===== config.mk =====
export PLATFORM = sky130hd
export DESIGN_NAME = alu_word_sequencer_flat
export DESIGN_NICKNAME = d
export VERILOG_FILES = /design/src/rtl/alu_word_sequencer_if.sv /design/src/rtl/alu_word_sequencer.sv /design/src/flat_wrapper.sv
export SDC_FILE = /design/constraint.sdc
export NUM_CORES = 1
export LEC_CHECK = 0
export ABC_CLOCK_PERIOD_IN_PS = 2050
export BUFFER_PORTS_ARGS = -buffer_cell sky130_fd_sc_hd__buf_2
export CORE_MARGIN = 2
export CORE_UTILIZATION = 52
export DETAILED_ROUTE_END_ITERATION = 10
export GPL_TIMING_DRIVEN = 0
export PLACE_DENSITY = 0.76
export SETUP_SLACK_MARGIN = 0.1
export SYNTH_ARGS = -nofsm -noshare
export SYNTH_HDL_FRONTEND = slang
export SYNTH_SLANG_ARGS = --single-unit

===== constraint.sdc =====
create_clock -name clk -period 2.05 [get_ports clk]
set_input_delay 0.41 -clock clk [delete_from_list [all_inputs] [get_ports clk]]
set_output_delay 0.41 -clock clk [all_outputs]
set_load 0.02 [all_outputs]

===== src/rtl/alu_word_sequencer_if.sv =====
// Word-stream bundle for alu_word_sequencer: operand words in, result words out.
// master is the producer/consumer side of the streams; slave is the sequencer.
interface alu_word_sequencer_if #(
    parameter int WWIDTH = 32
) ();
    logic              in_valid;
    logic              in_ready;
    logic [WWIDTH-1:0] in_data;
    logic [2:0]        in_opsel;
    logic              in_mode;
    logic              out_valid;
    logic              out_ready;
    logic [WWIDTH-1:0] out_data;
    logic              out_last;
    logic [3:0]        out_flags;

    modport master (
        output in_valid, in_data, in_opsel, in_mode, out_ready,
        input  in_ready, out_valid, out_data, out_last, out_flags
    );

    modport slave (
        input  in_valid, in_data, in_opsel, in_mode, out_ready,
        output in_ready, out_valid, out_data, out_last, out_flags
    );
endinterface


===== src/rtl/alu_word_sequencer.sv =====
// Serialises operands into registers that drive a combinational ALU, executes for one
// cycle, then streams the captured result back out word by word with its flags.
module alu_word_sequencer #(
    parameter int DWIDTH = 128,
    parameter int WWIDTH = 32
) (
    input  logic                clk,
    input  logic                rst,
    alu_word_sequencer_if.slave bus,
    output logic [DWIDTH-1:0]   alu_op1,
    output logic [DWIDTH-1:0]   alu_op2,
    output logic [2:0]          alu_opsel,
    output logic                alu_mode,
    input  logic [DWIDTH-1:0]   alu_result,
    input  logic                alu_c_flag,
    input  logic                alu_z_flag,
    input  logic                alu_o_flag,
    input  logic                alu_s_flag,
    output logic                busy
);
    localparam int NW = DWIDTH / WWIDTH;
    localparam int CW = $clog2(2 * NW);
    localparam int IW = (NW > 1) ? $clog2(NW) : 1;
    localparam logic [CW-1:0] LAST_IN  = CW'(2 * NW - 1);
    localparam logic [IW-1:0] LAST_OUT = IW'(NW - 1);

    typedef enum logic [1:0] {
        ST_LOAD,
        ST_EXEC,
        ST_UNLOAD
    } state_e;

    state_e            state_q,     state_d;
    logic [CW-1:0]     in_cnt_q,    in_cnt_d;
    logic [IW-1:0]     out_idx_q,   out_idx_d;
    logic [DWIDTH-1:0] op1_q,       op1_d;
    logic [DWIDTH-1:0] op2_q,       op2_d;
    logic [DWIDTH-1:0] result_q,    result_d;
    logic [2:0]        opsel_q,     opsel_d;
    logic              mode_q,      mode_d;
    logic [3:0]        flags_q,     flags_d;
    logic              in_ready_q,  in_ready_d;
    logic              out_valid_q, out_valid_d;
    logic              out_last_q,  out_last_d;
    logic [WWIDTH-1:0] out_data_q,  out_data_d;
    logic              busy_q,      busy_d;

    logic in_accept;
    logic out_accept;

    assign in_accept  = bus.in_valid && in_ready_q;
    assign out_accept = out_valid_q && bus.out_ready;

    always_comb begin
        // NOTE: every variable gets its hold value first so no path leaves one unassigned (no latches).
        state_d     = state_q;
        in_cnt_d    = in_cnt_q;
        out_idx_d   = out_idx_q;
        op1_d       = op1_q;
        op2_d       = op2_q;
        result_d    = result_q;
        opsel_d     = opsel_q;
        mode_d      = mode_q;
        flags_d     = flags_q;
        out_last_d  = out_last_q;
        out_data_d  = out_data_q;

        case (state_q)
            ST_LOAD: begin
                if (in_accept) begin
                    if (in_cnt_q == '0) begin
                        opsel_d = bus.in_opsel;
                        mode_d  = bus.in_mode;
                    end
                    for (int k = 0; k < NW; k++) begin
                        if (in_cnt_q == CW'(k)) begin
                            op1_d[k*WWIDTH +: WWIDTH] = bus.in_data;
                        end
                        if (in_cnt_q == CW'(k + NW)) begin
                            op2_d[k*WWIDTH +: WWIDTH] = bus.in_data;
                        end
                    end
                    if (in_cnt_q == LAST_IN) begin
                        in_cnt_d = '0;
                        state_d  = ST_EXEC;
                    end else begin
                        in_cnt_d = in_cnt_q + CW'(1);
                    end
                end
            end

            ST_EXEC: begin
                result_d   = alu_result;
                flags_d    = {alu_c_flag, alu_z_flag, alu_o_flag, alu_s_flag};
                out_idx_d  = '0;
                out_data_d = alu_result[WWIDTH-1:0];
                out_last_d = (NW == 1);
                state_d    = ST_UNLOAD;
            end

            ST_UNLOAD: begin
                if (out_accept) begin
                    if (out_idx_q == LAST_OUT) begin
                        out_idx_d  = '0;
                        out_last_d = 1'b0;
                        out_data_d = '0;
                        state_d    = ST_LOAD;
                    end else begin
                        out_idx_d  = out_idx_q + IW'(1);
                        out_last_d = (out_idx_d == LAST_OUT);
                        for (int k = 0; k < NW; k++) begin
                            if (out_idx_d == IW'(k)) begin
                                out_data_d = result_q[k*WWIDTH +: WWIDTH];
                            end
                        end
                    end
                end
            end

            default: begin
                state_d = ST_LOAD;
            end
        endcase

        // Handshake and status outputs are registered from the next state.
        in_ready_d  = (state_d == ST_LOAD);
        out_valid_d = (state_d == ST_UNLOAD);
        busy_d      = !((state_d == ST_LOAD) && (in_cnt_d == '0));
    end

    always_ff @(posedge clk) begin
        if (rst) begin
            // NOTE: the wide result register is cleared too, so nothing stale can leak after an abort.
            state_q     <= ST_LOAD;
            in_cnt_q    <= '0;
            out_idx_q   <= '0;
            op1_q       <= '0;
            op2_q       <= '0;
            result_q    <= '0;
            opsel_q     <= '0;
            mode_q      <= 1'b0;
            flags_q     <= '0;
            in_ready_q  <= 1'b0;
            out_valid_q <= 1'b0;
            out_last_q  <= 1'b0;
            out_data_q  <= '0;
            busy_q      <= 1'b0;
        end else begin
            // NOTE: non-blocking updates so every flop samples the pre-edge values of the others.
            state_q     <= state_d;
            in_cnt_q    <= in_cnt_d;
            out_idx_q   <= out_idx_d;
            op1_q       <= op1_d;
            op2_q       <= op2_d;
            result_q    <= result_d;
            opsel_q     <= opsel_d;
            mode_q      <= mode_d;
            flags_q     <= flags_d;
            in_ready_q  <= in_ready_d;
            out_valid_q <= out_valid_d;
            out_last_q  <= out_last_d;
            out_data_q  <= out_data_d;
            busy_q      <= busy_d;
        end
    end

    assign bus.in_ready  = in_ready_q;
    assign bus.out_valid = out_valid_q;
    assign bus.out_data  = out_data_q;
    assign bus.out_last  = out_last_q;
    assign bus.out_flags = flags_q;
    assign alu_op1       = op1_q;
    assign alu_op2       = op2_q;
    assign alu_opsel     = opsel_q;
    assign alu_mode      = mode_q;
    assign busy          = busy_q;
endmodule

===== src/flat_wrapper.sv =====
// flat-port wrapper written by rule: the top's interface ports become plain ports
module alu_word_sequencer_flat 
#(
    parameter int DWIDTH = 128,
    parameter int WWIDTH = 32
)
  (clk, rst, alu_op1, alu_op2, alu_opsel, alu_mode, alu_result, alu_c_flag, alu_z_flag, alu_o_flag, alu_s_flag, busy, bus_in_valid, bus_in_data, bus_in_opsel, bus_in_mode, bus_out_ready, bus_in_ready, bus_out_valid, bus_out_data, bus_out_last, bus_out_flags);
  alu_word_sequencer_if #(.WWIDTH(WWIDTH)) bus_i ();
  input  logic clk;
  input  logic rst;
  output logic [DWIDTH-1:0] alu_op1;
  output logic [DWIDTH-1:0] alu_op2;
  output logic [2:0] alu_opsel;
  output logic alu_mode;
  input  logic [DWIDTH-1:0] alu_result;
  input  logic alu_c_flag;
  input  logic alu_z_flag;
  input  logic alu_o_flag;
  input  logic alu_s_flag;
  output logic busy;
  input wire logic [$bits(bus_i.in_valid)-1:0] bus_in_valid;
  input wire logic [$bits(bus_i.in_data)-1:0] bus_in_data;
  input wire logic [$bits(bus_i.in_opsel)-1:0] bus_in_opsel;
  input wire logic [$bits(bus_i.in_mode)-1:0] bus_in_mode;
  input wire logic [$bits(bus_i.out_ready)-1:0] bus_out_ready;
  output wire logic [$bits(bus_i.in_ready)-1:0] bus_in_ready;
  output wire logic [$bits(bus_i.out_valid)-1:0] bus_out_valid;
  output wire logic [$bits(bus_i.out_data)-1:0] bus_out_data;
  output wire logic [$bits(bus_i.out_last)-1:0] bus_out_last;
  output wire logic [$bits(bus_i.out_flags)-1:0] bus_out_flags;
  assign bus_i.in_valid = bus_in_valid;
  assign bus_i.in_data = bus_in_data;
  assign bus_i.in_opsel = bus_in_opsel;
  assign bus_i.in_mode = bus_in_mode;
  assign bus_i.out_ready = bus_out_ready;
  assign bus_in_ready = bus_i.in_ready;
  assign bus_out_valid = bus_i.out_valid;
  assign bus_out_data = bus_i.out_data;
  assign bus_out_last = bus_i.out_last;
  assign bus_out_flags = bus_i.out_flags;
  alu_word_sequencer #(.DWIDTH(DWIDTH), .WWIDTH(WWIDTH)) u_core (.clk(clk), .rst(rst), .bus(bus_i), .alu_op1(alu_op1), .alu_op2(alu_op2), .alu_opsel(alu_opsel), .alu_mode(alu_mode), .alu_result(alu_result), .alu_c_flag(alu_c_flag), .alu_z_flag(alu_z_flag), .alu_o_flag(alu_o_flag), .alu_s_flag(alu_s_flag), .busy(busy));
endmodule

==> flow_summary.toml <==
[power]
power.share.clock_pct = 45.2
power_frac_seq_pct = 49.7
leakage_nw = 9.14
max-vdd-ir-drop_v = 0.000577
intPower_w = 0.0133
power.density_nw_per_um2 = 784
p_switching_w = 0.00387
switching_share_pct = 22.5
pwr-share-comb_pct = 5.1

[drt]
drc = 0
viasPerCell = 5.43
routed_wl_mm = 58.9
dr.pass1.iters = 5
ant_nets = 0
drtIter0Drc = 993
wl_per_cell_um = 19.8
dr_total_vias = 16100

[critical_path]
start_kind = "register"
arrival_ns = 2.32
cp.required_ns = 2.43
reg2reg_depth = 8
criticalPathCategory = "register to register"
critPathMaxFanout = 10
crit_path_end_kind = "register"

[place]
placed_area_sq_um = 19900
pre_cts_ws_ns = -0.478
dp_hpwl_mm = 42.7
portBuffers = 438
dp.cells = 2885
place_congestion = 0.874

[grt]
track_usage_pct = 32.1
first_global_vias = 15100
grt.overflow.total = 0
grt_pass1_wl_mm = 84.8
antenna_found_initial = 13
grt_max_degree = 14

[clock_network]
htreeDepth = 2
cts.sinks = 435
clock_path_buffers = 3
hold_buffers = 0
clk_pin_slew_ns = 0.06
cts-root-buf = "clkbuf_16"
cts-buffers-inserted = 44
clock_latency_ns = 0.54
cts_tree = "done"

[sta]
rsz0062_at_grt = "true"
final-setup-viol-count = 0
fin_skew_ns = 0.0185
finalCritPeriodShare_pct = 94.4
period_minus_slack_ns = 1.94
setup_slack_ns = 0.115
slew_violations = 0
worst_slew_margin_rel_pct = 41.0
max_freq_ghz = 0.517
worst_slew_pin_slew_ns = 0.885
timing.setup.tns_ns = 0
hold_viol_final = 0

[synthesis]
synth_top_area_share_pct = 50.7
synth_area_leaders = "dfxtp_1, nand2_1, mux2i_1"
ys_seq_area_share_pct = 50.7
ys_types = 36
netlist_area_sq_um = 17200
syn_inst = 2005
yosys_register_bits = 435
yosys.area.top_type = "dfxtp_1"
avgSynthCellArea_sq_um = 8.56
synth_nets = 2193
yosys_warnings = 0

[outcome]
outcome = "complete, no violations"

[finish]
area_growth_pct = 27.7
drive_above_1_share_pct = 29.2
layout.cells.non_filler = 2973
postLayoutCellArea_sq_um = 21900
fin_util_pct = 67.4
nets = 2681

[die]
start_util_pct = 52.8
core_area_sq_um = 32500
dieWidth_um = 186
row_count = 66
ioPinCount = 472
die_h_um = 186
die_area_sq_um = 34500

[job]
maxCapViolations = 0

[hold_path]
hp-class = "input port to register"
hold_depth = 3
-- worst paths after layout --
path                                          start                       to  slack (ns)
worst min-delay path                 alu_result[60]      u_core.result_q[60]        0.11
worst max-delay path              u_core.state_q[0]  u_core.bus.out_data[30]        0.11
worst min register to register  u_core.alu_op1[113]      u_core.alu_op1[113]        0.45
worst max register to register    u_core.state_q[0]  u_core.bus.out_data[30]        0.11
-- what timing repair did --
item / 4_1_cts / 5_1_grt
pin swaps: 4 / 8
gates resized for setup: 90 / 126
buffers inserted: 3 / 1
endpoints found under the setup margin: 365 / 348
-- layout make-up --
class,instances,area (sq um)
fill,2726,10600
sequential,435,8720
multi-input combinational,1379,7850
timing repair buffer,442,2220
clock buffer,68,1320
buffer,184,1150
tap,442,553
clock inverter,6,55.1
inverter,7,26.3
antenna,10,25.0
-- layout by cell type (no fill, tap or decap), types with 5 or more instances in the layout --
| master | count |
|---|---|
| ha_1 | 13 |
| buf_6 | 16 |
| clkinv_2 | 5 |
| a2111oi_2 | 20 |
| buf_4 | 57 |
| nor3_1 | 25 |
| diode_2 | 10 |
| nor2b_1 | 66 |
| clkbuf_2 | 13 |
| dfxtp_1 | 430 |
| a21oi_1 | 267 |
| nor3b_1 | 30 |
| nand2_1 | 527 |
| clkbuf_16 | 45 |
| buf_2 | 477 |
| clkbuf_8 | 12 |
| clkbuf_4 | 14 |
| nor2_1 | 165 |
| a2111oi_1 | 9 |
| nor3_2 | 40 |
| clkbuf_1 | 57 |
| mux2i_1 | 163 |
| inv_1 | 7 |
-- synthesized netlist by cell type --
| library cell | count |
|---|---|
| nand2_1 | 531 |
| dfxtp_1 | 435 |
| a21oi_1 | 267 |
| nor2_1 | 170 |
| mux2i_1 | 164 |
| clkbuf_1 | 70 |
| nor2b_1 | 67 |
| buf_2 | 60 |
| buf_4 | 39 |
| nor3_1 | 36 |
| nor3b_1 | 33 |
| a2111oi_0 | 32 |
| nor3_2 | 30 |
| ha_1 | 16 |
| buf_1 | 9 |
| inv_1 | 7 |
| nand3_1 | 7 |
| buf_6 | 6 |
| and3_1 | 5 |
| and2_1 | 4 |
| nand4_1 | 2 |
| a21bo_2 | 1 |
| a21o_1 | 1 |
| a22oi_1 | 1 |
| a311oi_1 | 1 |
| a31oi_1 | 1 |
| and2_0 | 1 |
| and4b_1 | 1 |
| nand2b_1 | 1 |
| nand3b_1 | 1 |
| o211ai_1 | 1 |
| o311a_1 | 1 |
| o311ai_4 | 1 |
| o41ai_1 | 1 |
| or2_1 | 1 |
| or3_1 | 1 |
-- layer usage --
| metal | vias to the layer above | track usage (%) | part of all wire, % |
|---|---|---|---|
| li1 | 7587 | - | - |
| met1 | 7619 | 38.4 | 39 |
| met2 | 750 | 53.7 | 47 |
| met3 | 182 | 6.95 | 8.3 |
| met4 | 8 | 17.7 | 5.8 |
| met5 | - | 0 | 0.071 |
-- state kept, by name, summed over array words and instances, names as in the netlist, 2 cells and up --
signal / count
u_core.alu_opsel: 3
u_core.bus.out_data: 32
u_core.result_q: 128
u_core.in_cnt_q: 3
u_core.alu_op2: 128
u_core.out_idx_q: 2
u_core.state_q: 2
u_core.bus.out_flags: 4
u_core.alu_op1: 128
-- power by group through the flow --
stage	clock network (W)	logic [W]	registers (W)
6_report	0.00777	0.000873	0.00854
3_5_place_dp	0	0.000844	0.00872
3_3_place_gp	0	0.000836	0.00872
4_1_cts	0.00782	0.000854	0.00854
2_1_floorplan	0	0.000354	0.00879
5_1_grt	0.00818	0.000921	0.00854
-- worst max-delay path: stages (launching register included) --
cell,delay [ns]
dfxtp_2,0.37
inv_1,0.08
ha_1,0.24
a21bo_2,0.29
o311ai_4,0.12
buf_4,0.16
buf_6,0.15
nor3_1,0.30
nor3_2,0.08
-- logic make-up (layout without fill, tap and decap cells) --
group                    count (synthesis)  count (layout)  synth area share [%]
multiplexers                           164             164                  9.56
other                                    0              10                     0
AO/OA/AOI/OAI                          308             308                  9.96
buffers and inverters                  191             707                  5.73
flip-flops                             435             435                  50.7
AND/OR/NAND/NOR                        891             891                  22.9
adder cells (fa/ha/maj)                 16              16                  1.17
-- per-stage QoR --
step | total power, W | hold WS [ns]
floorplan | 0.00914 | 0.460
global placement | 0.00956 | 0.438
detailed placement | 0.00957 | 0.444
CTS | 0.0172 | 0.0986
global route | 0.0176 | 0.109
finish | 0.0172 | 0.107
No activity file was read; power rests on OpenSTA's default activity.
